File: src/rtl/uart_bridge_pkg.sv
// Shared types and constants for the CPU <-> UART core byte bridge.
// Feature macro used by the bridge: UART_BRIDGE_OVF_CNT_EN.
package uart_bridge_pkg;

  localparam int DEPTH_LOG2_DEF = 4;
  localparam int OVF_CNT_W = 8;

  typedef enum logic [1:0] {
    T_IDLE,
    T_LOAD,
    T_HOLD
  } tx_state_t;

  typedef enum logic [1:0] {
    R_IDLE,
    R_ACK,
    R_GUARD
  } rx_state_t;

endpackage

File: src/rtl/sync_byte_fifo.sv
// Single-clock byte FIFO, first-word fall-through head.
// Pointers carry one extra bit so full and empty are distinguishable.
module sync_byte_fifo #(
  parameter int DEPTH_LOG2 = 4
) (
  input  logic                clk,
  input  logic                rstn,
  input  logic                push,
  input  logic                pop,
  input  logic [7:0]          din,
  output logic [7:0]          head,
  output logic                full,
  output logic                empty,
  output logic [DEPTH_LOG2:0] level
);

  localparam int DEPTH = 1 << DEPTH_LOG2;
  localparam logic [DEPTH_LOG2:0] PTR_ONE = {{DEPTH_LOG2{1'b0}}, 1'b1};

  logic [DEPTH_LOG2:0] wp;
  logic [DEPTH_LOG2:0] rp;
  logic [7:0]          mem [DEPTH];
  logic                do_push;
  logic                do_pop;

  assign empty = wp == rp;
  assign full  = (wp[DEPTH_LOG2] != rp[DEPTH_LOG2]) &&
                 (wp[DEPTH_LOG2-1:0] == rp[DEPTH_LOG2-1:0]);

  // A pop in the same cycle frees a slot, so a push on full still lands.
  assign do_pop  = pop && !empty;
  assign do_push = push && (!full || do_pop);

  assign level = wp - rp;
  assign head  = mem[rp[DEPTH_LOG2-1:0]];

  always_ff @(posedge clk or negedge rstn) begin
    if (!rstn) begin
      wp <= '0;
      rp <= '0;
    end else begin
      if (do_push) wp <= wp + PTR_ONE;
      if (do_pop)  rp <= rp + PTR_ONE;
    end
  end

  always_ff @(posedge clk) begin
    if (do_push) mem[wp[DEPTH_LOG2-1:0]] <= din;
  end

endmodule

File: src/rtl/uart_fifo_bridge.sv
// TX/RX byte FIFOs between the CPU UART port and the uart core.
// Define UART_BRIDGE_OVF_CNT_EN to get the saturating drop counter.
module uart_fifo_bridge
  import uart_bridge_pkg::*;
#(
  parameter int DEPTH_LOG2 = DEPTH_LOG2_DEF
) (
  input  logic                 clk,
  input  logic                 rstn,
  input  logic [7:0]           cpu_tx_data,
  input  logic                 cpu_tx_we,
  output logic                 cpu_tx_busy,
  input  logic                 cpu_rx_re,
  output logic [7:0]           cpu_rx_data,
  output logic                 cpu_rx_valid,
  output logic [7:0]           uart_tx_data,
  output logic                 uart_tx_we,
  input  logic                 uart_tx_busy,
  input  logic [7:0]           uart_rx_data,
  input  logic                 uart_rx_valid,
  output logic                 uart_rx_re,
  output logic                 rx_ovf,
  input  logic                 rx_ovf_clr,
  output logic [OVF_CNT_W-1:0] rx_ovf_cnt,
  output logic [DEPTH_LOG2:0]  tx_level,
  output logic [DEPTH_LOG2:0]  rx_level
);

  tx_state_t  tx_st;
  tx_state_t  tx_nx;
  rx_state_t  rx_st;
  rx_state_t  rx_nx;
  logic       tx_full;
  logic       tx_empty;
  logic [7:0] tx_head;
  logic       rx_full;
  logic       rx_empty;
  logic [7:0] rx_head;
  logic       drop;

  sync_byte_fifo #(
    .DEPTH_LOG2(DEPTH_LOG2)
  ) u_tx_fifo (
    .clk   (clk),
    .rstn  (rstn),
    .push  (cpu_tx_we),
    .pop   (uart_tx_we),
    .din   (cpu_tx_data),
    .head  (tx_head),
    .full  (tx_full),
    .empty (tx_empty),
    .level (tx_level)
  );

  sync_byte_fifo #(
    .DEPTH_LOG2(DEPTH_LOG2)
  ) u_rx_fifo (
    .clk   (clk),
    .rstn  (rstn),
    .push  (uart_rx_re),
    .pop   (cpu_rx_re),
    .din   (uart_rx_data),
    .head  (rx_head),
    .full  (rx_full),
    .empty (rx_empty),
    .level (rx_level)
  );

  assign cpu_tx_busy  = tx_full;
  assign cpu_rx_valid = !rx_empty;
  assign cpu_rx_data  = rx_empty ? 8'h00 : rx_head;

  always_ff @(posedge clk or negedge rstn) begin
    if (!rstn) begin
      tx_st <= T_IDLE;
      rx_st <= R_IDLE;
    end else begin
      tx_st <= tx_nx;
      rx_st <= rx_nx;
    end
  end

  // T_HOLD waits out the core's busy latency after a write.
  always_comb begin
    tx_nx        = tx_st;
    uart_tx_we   = 1'b0;
    uart_tx_data = 8'h00;
    unique case (tx_st)
      T_IDLE: if (!tx_empty && !uart_tx_busy) tx_nx = T_LOAD;
      T_LOAD: begin
        uart_tx_we   = 1'b1;
        uart_tx_data = tx_head;
        tx_nx        = T_HOLD;
      end
      T_HOLD:  tx_nx = T_IDLE;
      default: tx_nx = T_IDLE;
    endcase
  end

  // R_GUARD masks a still-high valid so one byte is taken once.
  always_comb begin
    rx_nx      = rx_st;
    uart_rx_re = 1'b0;
    unique case (rx_st)
      R_IDLE: if (uart_rx_valid) rx_nx = R_ACK;
      R_ACK: begin
        uart_rx_re = 1'b1;
        rx_nx      = R_GUARD;
      end
      R_GUARD: rx_nx = R_IDLE;
      default: rx_nx = R_IDLE;
    endcase
  end

  assign drop = uart_rx_re && rx_full && !cpu_rx_re;

  always_ff @(posedge clk or negedge rstn) begin
    if (!rstn) begin
      rx_ovf <= 1'b0;
    end else if (drop) begin
      rx_ovf <= 1'b1;
    end else if (rx_ovf_clr) begin
      rx_ovf <= 1'b0;
    end
  end

`ifdef UART_BRIDGE_OVF_CNT_EN
  logic [OVF_CNT_W-1:0] ovf_cnt;

  // A drop coinciding with a clear counts as the first drop after it.
  always_ff @(posedge clk or negedge rstn) begin
    if (!rstn) begin
      ovf_cnt <= '0;
    end else if (rx_ovf_clr) begin
      ovf_cnt <= {{(OVF_CNT_W-1){1'b0}}, drop};
    end else if (drop && ovf_cnt != '1) begin
      ovf_cnt <= ovf_cnt + {{(OVF_CNT_W-1){1'b0}}, 1'b1};
    end
  end

  assign rx_ovf_cnt = ovf_cnt;
`else
  assign rx_ovf_cnt = '0;
`endif

endmodule

File: config.mk
export PLATFORM = sky130hd
export DESIGN_NAME = uart_fifo_bridge
export DESIGN_NICKNAME = d
export VERILOG_FILES = /design/src/rtl/uart_bridge_pkg.sv /design/src/rtl/sync_byte_fifo.sv /design/src/rtl/uart_fifo_bridge.sv
export SDC_FILE = /design/constraint.sdc
export NUM_CORES = 1
export LEC_CHECK = 0
export CORE_MARGIN = 2
export CORE_UTILIZATION = 35
export DETAILED_ROUTE_END_ITERATION = 12
export SLEW_MARGIN = 20
export SYNTH_ARGS = -nofsm -noshare
export SYNTH_HDL_FRONTEND = slang
export SYNTH_SLANG_ARGS = --single-unit
File: constraint.sdc
create_clock -name clk -period 3.5 [get_ports clk]
set_input_delay 0.525 -clock clk [delete_from_list [all_inputs] [get_ports clk]]
set_output_delay 0.525 -clock clk [all_outputs]
set_load 0.01 [all_outputs]
Word level (Yosys, flattened, before mapping)

Memories as Yosys holds them, arrays and structs flattened.
Cells that the tools add are included.

$add $sub $neg: 6
Equality and inequality tests: 10
Muxes and demuxes: 14
Reductions and logical operators: 20

Operator list:

| operator              | count |
|---|---|
| $add A5 B1 Y5 const B | 4 |
| $mux W8               | 2 |
| $eq A5 B5 Y1          | 2 |
| $sub A5 B5 Y5         | 2 |
| $logic_and A1 B1 Y1   | 9 |
| $eq A4 B4 Y1          | 2 |
| $mux W1               | 8 |
| $pmux W2 S2           | 2 |
| $logic_not A1 Y1      | 6 |
| $eq A2 B1 Y1 const B  | 2 |
| $logic_not A2 Y1      | 2 |
| $mux W2               | 2 |
| $ne A2 B2 Y1 const B  | 2 |
| $logic_or A1 B1 Y1    | 2 |
| $ne A1 B1 Y1          | 2 |
| $reduce_bool A2 Y1    | 1 |

Memories kept: 2
Bits in registers: 25
Output and inout bits: 39
Bits in writable memories: 256
Logic and storage cells: 59

Memories:

| memory        | words | bits a word | read ports | clocked after Yosys merged registers in | wr ports | RTL line             | source |
|---|---|---|---|---|---|---|---|
| u_rx_fifo.mem | 16    | 8           | 1          | 0                                       | 1        | sync_byte_fifo.sv:22 | `logic [7:0] mem [DEPTH];` |
| u_tx_fifo.mem | 16    | 8           | 1          | 0                                       | 1        | sync_byte_fifo.sv:22 |  |

Depth between registers and ports, before layout

Gate-level depths: netlist (run 1).

Word-level depth: 7
Gate-level depth with buffers: 8
Mapped depth without buffers: 7

Modules after synthesis

Synthesis (run 1) repeated with hierarchy kept, for this count alone.

Cell total of the unflattened synthesis: 633
Area total of the unflattened synthesis: 11875.1 µm²

By module, submodules not included:

| module                     | cells an instance | sequential area each (µm²) | instances | area each (µm²) |
|---|---|---|---|---|
| sync_byte_fifo (u_rx_fifo) | 295               | 4093.9                     | 1         | 5754.3 |
| sync_byte_fifo (u_tx_fifo) | 297               | 4093.9                     | 1         | 5745.5 |
| uart_fifo_bridge           | 41                | 125.1                      | 1         | 375.4 |

Worst setup path before layout (run 1)

OpenSTA, ideal clock, no wires.

Path type: register to register
Start: reg u_rx_fifo.rp[2]
End: mem u_rx_fifo.mem[0][0], enable pin
Clock period less this slack: 2.843 ns
Path buffers: 2
Required time: 3.117 ns
Setup time: 0.383 ns
Setup slack: 0.657 ns
Data arrival time: 2.460 ns
Stages on the path, launching flop included: 9
Cell sequence: dfrtp_1 buf_4 buf_4 inv_1 ha_1 and4_1 a31oi_1 nand2_1 nor3_1

Longest elaborated chain between the ends: 7

RTL lines:

| element                                                 | RTL line                                   | source |
|---|---|---|
| start: declaration                                      | sync_byte_fifo.sv:21                       | `logic [DEPTH_LOG2:0] rp;` |
| start signal: assignment                                | sync_byte_fifo.sv:43                       | `if (do_pop) rp <= rp + PTR_ONE;` |
| $eq A5 B5 Y1 or $eq A4 B4 Y1 (tied branches)            | sync_byte_fifo.sv:26, sync_byte_fifo.sv:28 |  |
| $logic_not A1 Y1 or $logic_and A1 B1 Y1 (tied branches) | sync_byte_fifo.sv:31, sync_byte_fifo.sv:27 |  |
| $logic_and A1 B1 Y1 or $logic_not A1 Y1 (tied branches) | sync_byte_fifo.sv:31, sync_byte_fifo.sv:32 |  |
| $logic_or A1 B1 Y1 (*)                                  | sync_byte_fifo.sv:32                       | `assign do_push = push && (!full \|\| do_pop);` |
| $logic_and A1 B1 Y1 (*)                                 | sync_byte_fifo.sv:32                       |  |
| $mux W1 (*)                                             | sync_byte_fifo.sv:48                       | `if (do_push) mem[wp[DEPTH_LOG2-1:0]] <= din;` |
| $mux W1 (implied by the code) (*)                       | sync_byte_fifo.sv:48                       |  |
| end: declaration                                        | sync_byte_fifo.sv:22                       |  |

Mark *: on every way between the ends. The rest lies on a longest branch, timed or not.

Worst setup path after layout (run 1)

Start: reg u_rx_fifo.rp[0]
End: out cpu_rx_data[2]

Longest elaborated chain between the ends: 2

RTL lines:

| element                                        | RTL line               | source |
|---|---|---|
| $mem_v2 Z16 W8 or $eq A5 B5 Y1 (tied branches) | --                     |  |
| $mux W8 (*)                                    | uart_fifo_bridge.sv:71 | `assign cpu_rx_data = rx_empty ? 8'h00 : rx_head;` |
| end: declaration                               | uart_fifo_bridge.sv:14 | `output logic [7:0] cpu_rx_data,` |

Marked as above.

==> out/results.tsv, run 1 <==
metric	value	unit
Hold EP	tx_st[0]	
placed insts	1146	
setup slack, reg-to-reg	680	ps
min Tclk post-route	3360	ps
pwr dens	821	mW/mm2
I/O Pins	62	
clk_lat worst skew	540	ps
total grt overflow	0	
first-pass GRT wire length	35.9	mm
Mapped Area	0.0116	mm2
Detail Route Antenna Nets	0	
area grow syn2layout	18.1	%
DR iter-0 viols	473	
Layout fillers	2928	
Syn Inst Count	641	
clk sinks	281	
vias in the first global route	6021	
Num CTS Buffers	30	
share of layout cells above drive strength 1	0.172	
post-synthesis adder-cell area fraction	0.0228	
DRC	0	
clock tree buffer depth	3	
dpl ws	564	ps
DR vias	5900	
Max IR drop VDD	523	uV
Worst EP arrival	2830	ps
CP Launch Type	register	
mux contribution to synthesized area	0.137	
initial antenna violation count	0	
most common cell after layout, fill and taps aside	edfxtp_1	
Seq. cell area	0.00832	mm2
Seq/Total Area, Yosys	0.715	
worst-case reg-to-reg path depth	7	
root buffer cell	clkbuf_16	
Layout Skew	17.3	ps
Slew @ Worst Pin	947	ps
CP Data Required Time	2970	ps
WL met1	10.8	mm
max cap viols	0	
CP Class	register to primary output	
Synthesis Warnings	0	
CTS tree	yes	
Worst Setup End Kind	primary output	
hold depth	1	
Hold Vio Cnt, Final	0	
Worst slew margin	0.367	
Post-Syn Area per Cell	18.1	um2
r2r startpoint	u_tx_fifo.rp[3]	
CP max FO	18	
highest metal used	met4	
GP Congestion	0.744	
most frequent cells in the layout	edfxtp_1 (256), mux2i_1 (55), clkdlybuf4s50_1 (53), buf_4 (39), clkbuf_16 (32)	
Post-Route WL	23.5	mm
I/O Buffers	53	
largest family of logic cells by synthesized area	multiplexers	
flops & latches, synth	281	
simple-gate share of the synthesized area	0.0384	
Die Span Y	186	um
final setup violation count	0	
drt via density	4.91	
RSZ-0062 raised after global routing	no	
DP HPWL	15.0	mm
met3 routed WL	1.04	mm
xor/xnor cell area share of the yosys netlist	0.0196	
final net count	783	
footprint of the multi-input gates	0.00303	mm2
routed wl met2	11.3	mm
fin crit share	0.959	
dpl cell area	0.0128	mm2
max-slew violations	0	
final instance area	0.0137	mm2
outcome	finished, final reports clean	
Antenna Cells	0	
area of the die	0.0347	mm2
LEAKAGE	4.79	nW
Pre-antenna DRT Iters	5	
Wirelength per Cell	19.5	um
Fin Setup TNS	0	ps
Hold Crit Start	tx_st[1]	
H-tree depth	1	
r2r endpoint	u_tx_fifo.mem[3][2]	
Compound-Gate Fraction of Synth Area	0.0394	
total power	11.3	mW
largest net degree at the start of global routing	36	
Fmax achieved	298	MHz
Die Span X	186	um
HP Class	register to register	
core area	0.0326	mm2
clk slew on worst S/H paths	60	ps
starting density of the core	0.357	
final non-filler cell total	1202	
GRT Overall Usage	0.138	
Netlist cell types	47	
# rows	66	
final setup margin	144	ps
## synth_stat cells (all sizes together)
cell    count  share of area
mux2i      55          0.047
inv        19         0.0061
nand4       7         0.0038
clkbuf      6         0.0019
a31o        7         0.0053
edfxtp    256           0.66
o21ai      12         0.0055
nor2b       3         0.0016
nor2       27         0.0087
or3         1        0.00054
mux2        7         0.0068
a21oi      13         0.0056
o21a        1        0.00065
nand2b      4         0.0022
mux4       41          0.083
fa          2         0.0034
and2        5         0.0027
a22oi      16          0.010
buf        29          0.019
and3        8         0.0043
a22o        7         0.0053
o311ai      1        0.00075
xor2        8         0.0060
clkinv      2        0.00065
o31ai       2         0.0013
nand2      12         0.0039
a21o        4         0.0026
nor4        8         0.0043
conb        1        0.00032
nor3b       1        0.00065
o31a        1        0.00075
nand3       5         0.0022
dfrtp      25          0.054
a31oi       1        0.00054
nor3        5         0.0022
a311o       1        0.00086
and4        2         0.0015
ha         18          0.019
xnor2      18          0.014
## worst max-delay path by stage
stage	start	end	depth (start not counted)	slack, ps
global placement	u_tx_fifo.rp[0]	uart_tx_data[7]	6	590
CTS	u_rx_fifo.rp[0]	cpu_rx_data[1]	6	50
floorplan	u_rx_fifo.rp[2]	u_rx_fifo.mem[0][0]	8	660
global route	u_rx_fifo.rp[0]	cpu_rx_data[1]	6	20
detailed placement	u_tx_fifo.rp[0]	tx_level[4]	7	560
finish	u_rx_fifo.rp[0]	cpu_rx_data[2]	6	140
## layer usage
layer,global-route usage,vias to the layer above
met3,0.0218,31
met4,0.0290,0
li1,-,2721
met1,0.189,3010
met2,0.232,138
met5,0,-
## worst max-delay path: stages (launching register included)
cell and delay (ps):
dfrtp_2 460, buf_12 210, mux4_1 570, mux2_2 320, o21ai_1 140, a21oi_1 80, clkdlybuf4s50_1 500
## cell families (layout without fill, tap and decap cells)
| group | Yosys count | count (layout) |
|---|---|---|
| muxes | 103 | 103 |
| and+or+nand+nor | 88 | 88 |
| DFF | 281 | 281 |
| xor gates and xnor gates | 26 | 26 |
| buffers and inverters | 56 | 168 |
| adders and majority gates | 20 | 20 |
| AOI/OAI and AO/OA | 66 | 66 |
| other | 1 | 8 |
## flip-flops by register name (all words and copies together), names as in the netlist
name	count
u_tx_fifo.wp	5
u_rx_fifo.wp	5
rx_st	2
u_tx_fifo.rp	5
u_rx_fifo.mem	128
rx_ovf	1
u_rx_fifo.rp	5
u_tx_fifo.mem	128
tx_st	2
## cell type report
| type | count | share of cell area |
|---|---|---|
| Clock inverter | 12 | 0.00410 |
| Tap cell | 442 | 0.0403 |
| Clock buffer | 40 | 0.0589 |
| Sequential cell | 281 | 0.606 |
| Inverter | 21 | 0.00574 |
| Timing Repair Buffer | 95 | 0.0647 |
| Multi-Input combinational cell | 311 | 0.221 |
## power by group
| part | internal, mW | switching, mW |
|---|---|---|
| registers | 4.02 | 0.240 |
| clock network | 1.60 | 1.21 |
| logic | 2.10 | 2.10 |
## repair_timing
item                                    in CTS  in global routing
endpoints found under the setup margin       3                  4
gates cloned                                 0                  1
gates resized for setup                      1                  4
setup buffers                                3                  0
hold buffers                                 0                  0
## per-stage QoR
stage,util,hold WS [ps]
2_1_floorplan,-,229
3_3_place_gp,0.393,405
3_5_place_dp,0.393,411
4_1_cts,0.420,420
5_1_grt,0.421,434
6_report,0.421,415
(Power assumes the default switching activity.)
==> inputs of run 2 (changes only) <==
--- a/config.mk
+++ b/config.mk
@@ -5,8 +5,10 @@
 export SDC_FILE = /design/constraint.sdc
 export NUM_CORES = 1
 export LEC_CHECK = 0
+export ABC_AREA = 1
 export CORE_MARGIN = 2
 export CORE_UTILIZATION = 35
+export CTS_CLUSTER_DIAMETER = 50
 export DETAILED_ROUTE_END_ITERATION = 12
 export SLEW_MARGIN = 20
 export SYNTH_ARGS = -nofsm -noshare
==> run 2 against run 1 <==
Against the previous run: count of clock-buffer cells in the layout increased by 4; wire length increased by 27%; synthesized cell count up 100%; largest cell class unchanged; clock skew increased by 12 ps; critical path type unchanged; highest routed layer unchanged.
==> out/results.tsv, run 2 <==
metric	value	unit
Detail Route Antenna Nets	0	
final net count	1401	
CP Data Required Time	2970	ps
vias in the first global route	8274	
CP cell instances	inv_2, ha_1, nand2_1, nor2_2, nand2_1, inv_1, a21oi_1, clkdlybuf4s50_1	
largest net degree at the start of global routing	56	
Worst Setup End Kind	primary output	
core area	0.0363	mm2
Worst EP arrival	2770	ps
most frequent CP cell	nand2_1	
largest area contributor in the netlist	edfxtp_1	
Syn Inst Count	1287	
flops & latches, synth	281	
Max IR drop VDD	691	uV
CP bufs+invs	3	
worst-case reg-to-reg path depth	11	
Mapped Area	0.0128	mm2
area of the die	0.0382	mm2
area grow syn2layout	17.0	%
crit-path leading delay family	buffers and inverters	
clk_lat worst skew	530	ps
GP Congestion	0.806	
Async SR Flop Fraction	0.0890	
most frequent cell after synthesis	nand2_1	
DP HPWL	18.8	mm
Post-Syn Area per Cell	9.98	um2
starting density of the core	0.353	
Seq/Total Area, Yosys	0.647	
Wirelength per Cell	16.1	um
I/O Pins	62	
setup slack, reg-to-reg	600	ps
clk sinks	281	
DR iter-0 viols	679	
GRT Overall Usage	0.158	
Synthesis Warnings	0	
Slew @ Worst Pin	930	ps
most frequent cells after synthesis	nand2_1 (465), edfxtp_1 (256), inv_1 (200), nand3_1 (140), nor2_1 (29)	
Slowest cell on crit path	clkdlybuf4s50_1	
Fin Setup TNS	0	ps
Fmax achieved	303	MHz
Post-Route WL	29.9	mm
CP Launch Type	register	
CP peak stage delay	570	ps
H-tree depth	2	
DR vias	8552	
most frequent cells in the layout	nand2_1 (465), edfxtp_1 (256), inv_1 (200), nand3_1 (140), clkdlybuf4s50_1 (53)	
Die Span Y	196	um
first-pass GRT wire length	46.6	mm
Layout Skew	29.8	ps
r2r endpoint	u_tx_fifo.mem[11][5]	
Hold Buf Count CTS	0	
# rows	70	
DRC	0	
Hold Vio Cnt, Final	0	
final setup violation count	0	
min Tclk post-route	3300	ps
dpl cell area	0.0139	mm2
largest cells by area after synthesis	edfxtp_1 (60%), nand2_1 (14%), inv_1 (5.8%)	
clk slew on worst S/H paths	60	ps
Yosys top cell area share	0.599	
total grt overflow	0	
I/O Buffers	53	
fin crit share	0.942	
max-slew violations	0	
outcome	finished, final reports clean	
final instance area	0.0150	mm2
r2r startpoint	u_tx_fifo.rp[1]	
Worst slew margin	0.377	
root buffer cell	clkbuf_16	
total power	12.7	mW
clock tree buffer depth	3	
pwr dens	848	mW/mm2
most common cell after layout, fill and taps aside	nand2_1	
max cap viols	0	
CP Class	register to primary output	
HP Class	primary input to asynchronous set/reset pin	
Num CTS Buffers	36	
LEAKAGE	6.44	nW
Layout fillers	3452	
initial antenna violation count	0	
Die Span X	196	um
ys flop type	edfxtp_1	
share of layout cells above drive strength 1	0.0816	
Pre-antenna DRT Iters	5	
Netlist cell types	32	
CTS tree	yes	
drt via density	4.62	
Antenna Cells	0	
Post-synth EDFFs	256	
CP max FO	10	
RSZ-0062 raised after global routing	no	
==> run 2: cell type report <==
type / instances / area [um2] / area share
Clock buffer: 44 / 951 / 0.0633
Clock inverter: 20 / 194 / 0.0129
Inverter: 212 / 806 / 0.0536
Multi-Input combinational cell: 746 / 3410 / 0.227
Sequential cell: 281 / 8320 / 0.554
Tap cell: 468 / 586 / 0.0390
Timing Repair Buffer: 81 / 761 / 0.0506
==> run 2: how the worst max path moves through the flow <==
| stage | from | to | slack (ps) | depth (start not counted) |
|---|---|---|---|---|
| 2_1_floorplan | u_rx_fifo.rp[1] | u_rx_fifo.mem[5][0] | 1010 | 10 |
| 3_3_place_gp | u_rx_fifo.rp[2] | cpu_rx_data[6] | 400 | 8 |
| 3_5_place_dp | u_rx_fifo.rp[2] | cpu_rx_data[3] | 420 | 8 |
| 4_1_cts | u_tx_fifo.rp[0] | uart_tx_data[6] | 30 | 8 |
| 5_1_grt | u_tx_fifo.rp[0] | uart_tx_data[6] | 50 | 10 |
| 6_report | u_rx_fifo.rp[2] | cpu_rx_data[3] | 200 | 8 |
==> run 2: cells by family (layout without fill, tap and decap cells) <==
| family | after synthesis | count (layout) | share of synthesized area |
|---|---|---|---|
| buffers and inverters | 267 | 357 | 0.0893 |
| and+or+nand+nor | 667 | 667 | 0.215 |
| AOI/OAI and AO/OA | 32 | 32 | 0.0131 |
| other | 1 | 8 | 0.000292 |
| DFF | 281 | 281 | 0.647 |
| xor gates and xnor gates | 19 | 19 | 0.0147 |
| adders and majority gates | 20 | 20 | 0.0207 |
==> run 2: power by group <==
| group | internal [mW] | switching [mW] |
|---|---|---|
| logic | 1.84 | 3.13 |
| clock network | 2.11 | 1.42 |
| registers | 4.02 | 0.227 |
| total | 7.97 | 4.78 |
==> run 2: timing repair <==
item / in CTS / in global routing
buffers inserted: 0 / 1
endpoints found under the setup margin: 8 / 16
gates resized for setup: 1 / 8
==> run 2: routing by layer <==
layer  GRT usage  vias to the layer above  part of all wire
li1            -                     4244                 -
met1       0.216                     4059              0.46
met2       0.258                      197              0.47
met3      0.0271                       52             0.048
met4      0.0495                        0             0.024
met5           0                        -                 0
==> run 2: metrics by stage <==
stage / cells / utilization / setup WS [ps] / hold slack, ps
finish: 1852 / 0.413 / 202 / 388
global route: 1852 / 0.413 / 54.6 / 411
CTS: 1851 / 0.413 / 29.6 / 377
detailed placement: 1787 / 0.381 / 422 / 424
global placement: 1787 / 0.381 / 404 / 420
floorplan: 1294 / - / 1010 / 229
==> inputs of run 3 (changes only) <==
--- a/config.mk
+++ b/config.mk
@@ -14,3 +14,4 @@
 export SYNTH_ARGS = -nofsm -noshare
 export SYNTH_HDL_FRONTEND = slang
 export SYNTH_SLANG_ARGS = --single-unit
+export TNS_END_PERCENT = 30
==> results of run 3 <==
Final layout, timing and power as in run 2 (identical DEF).
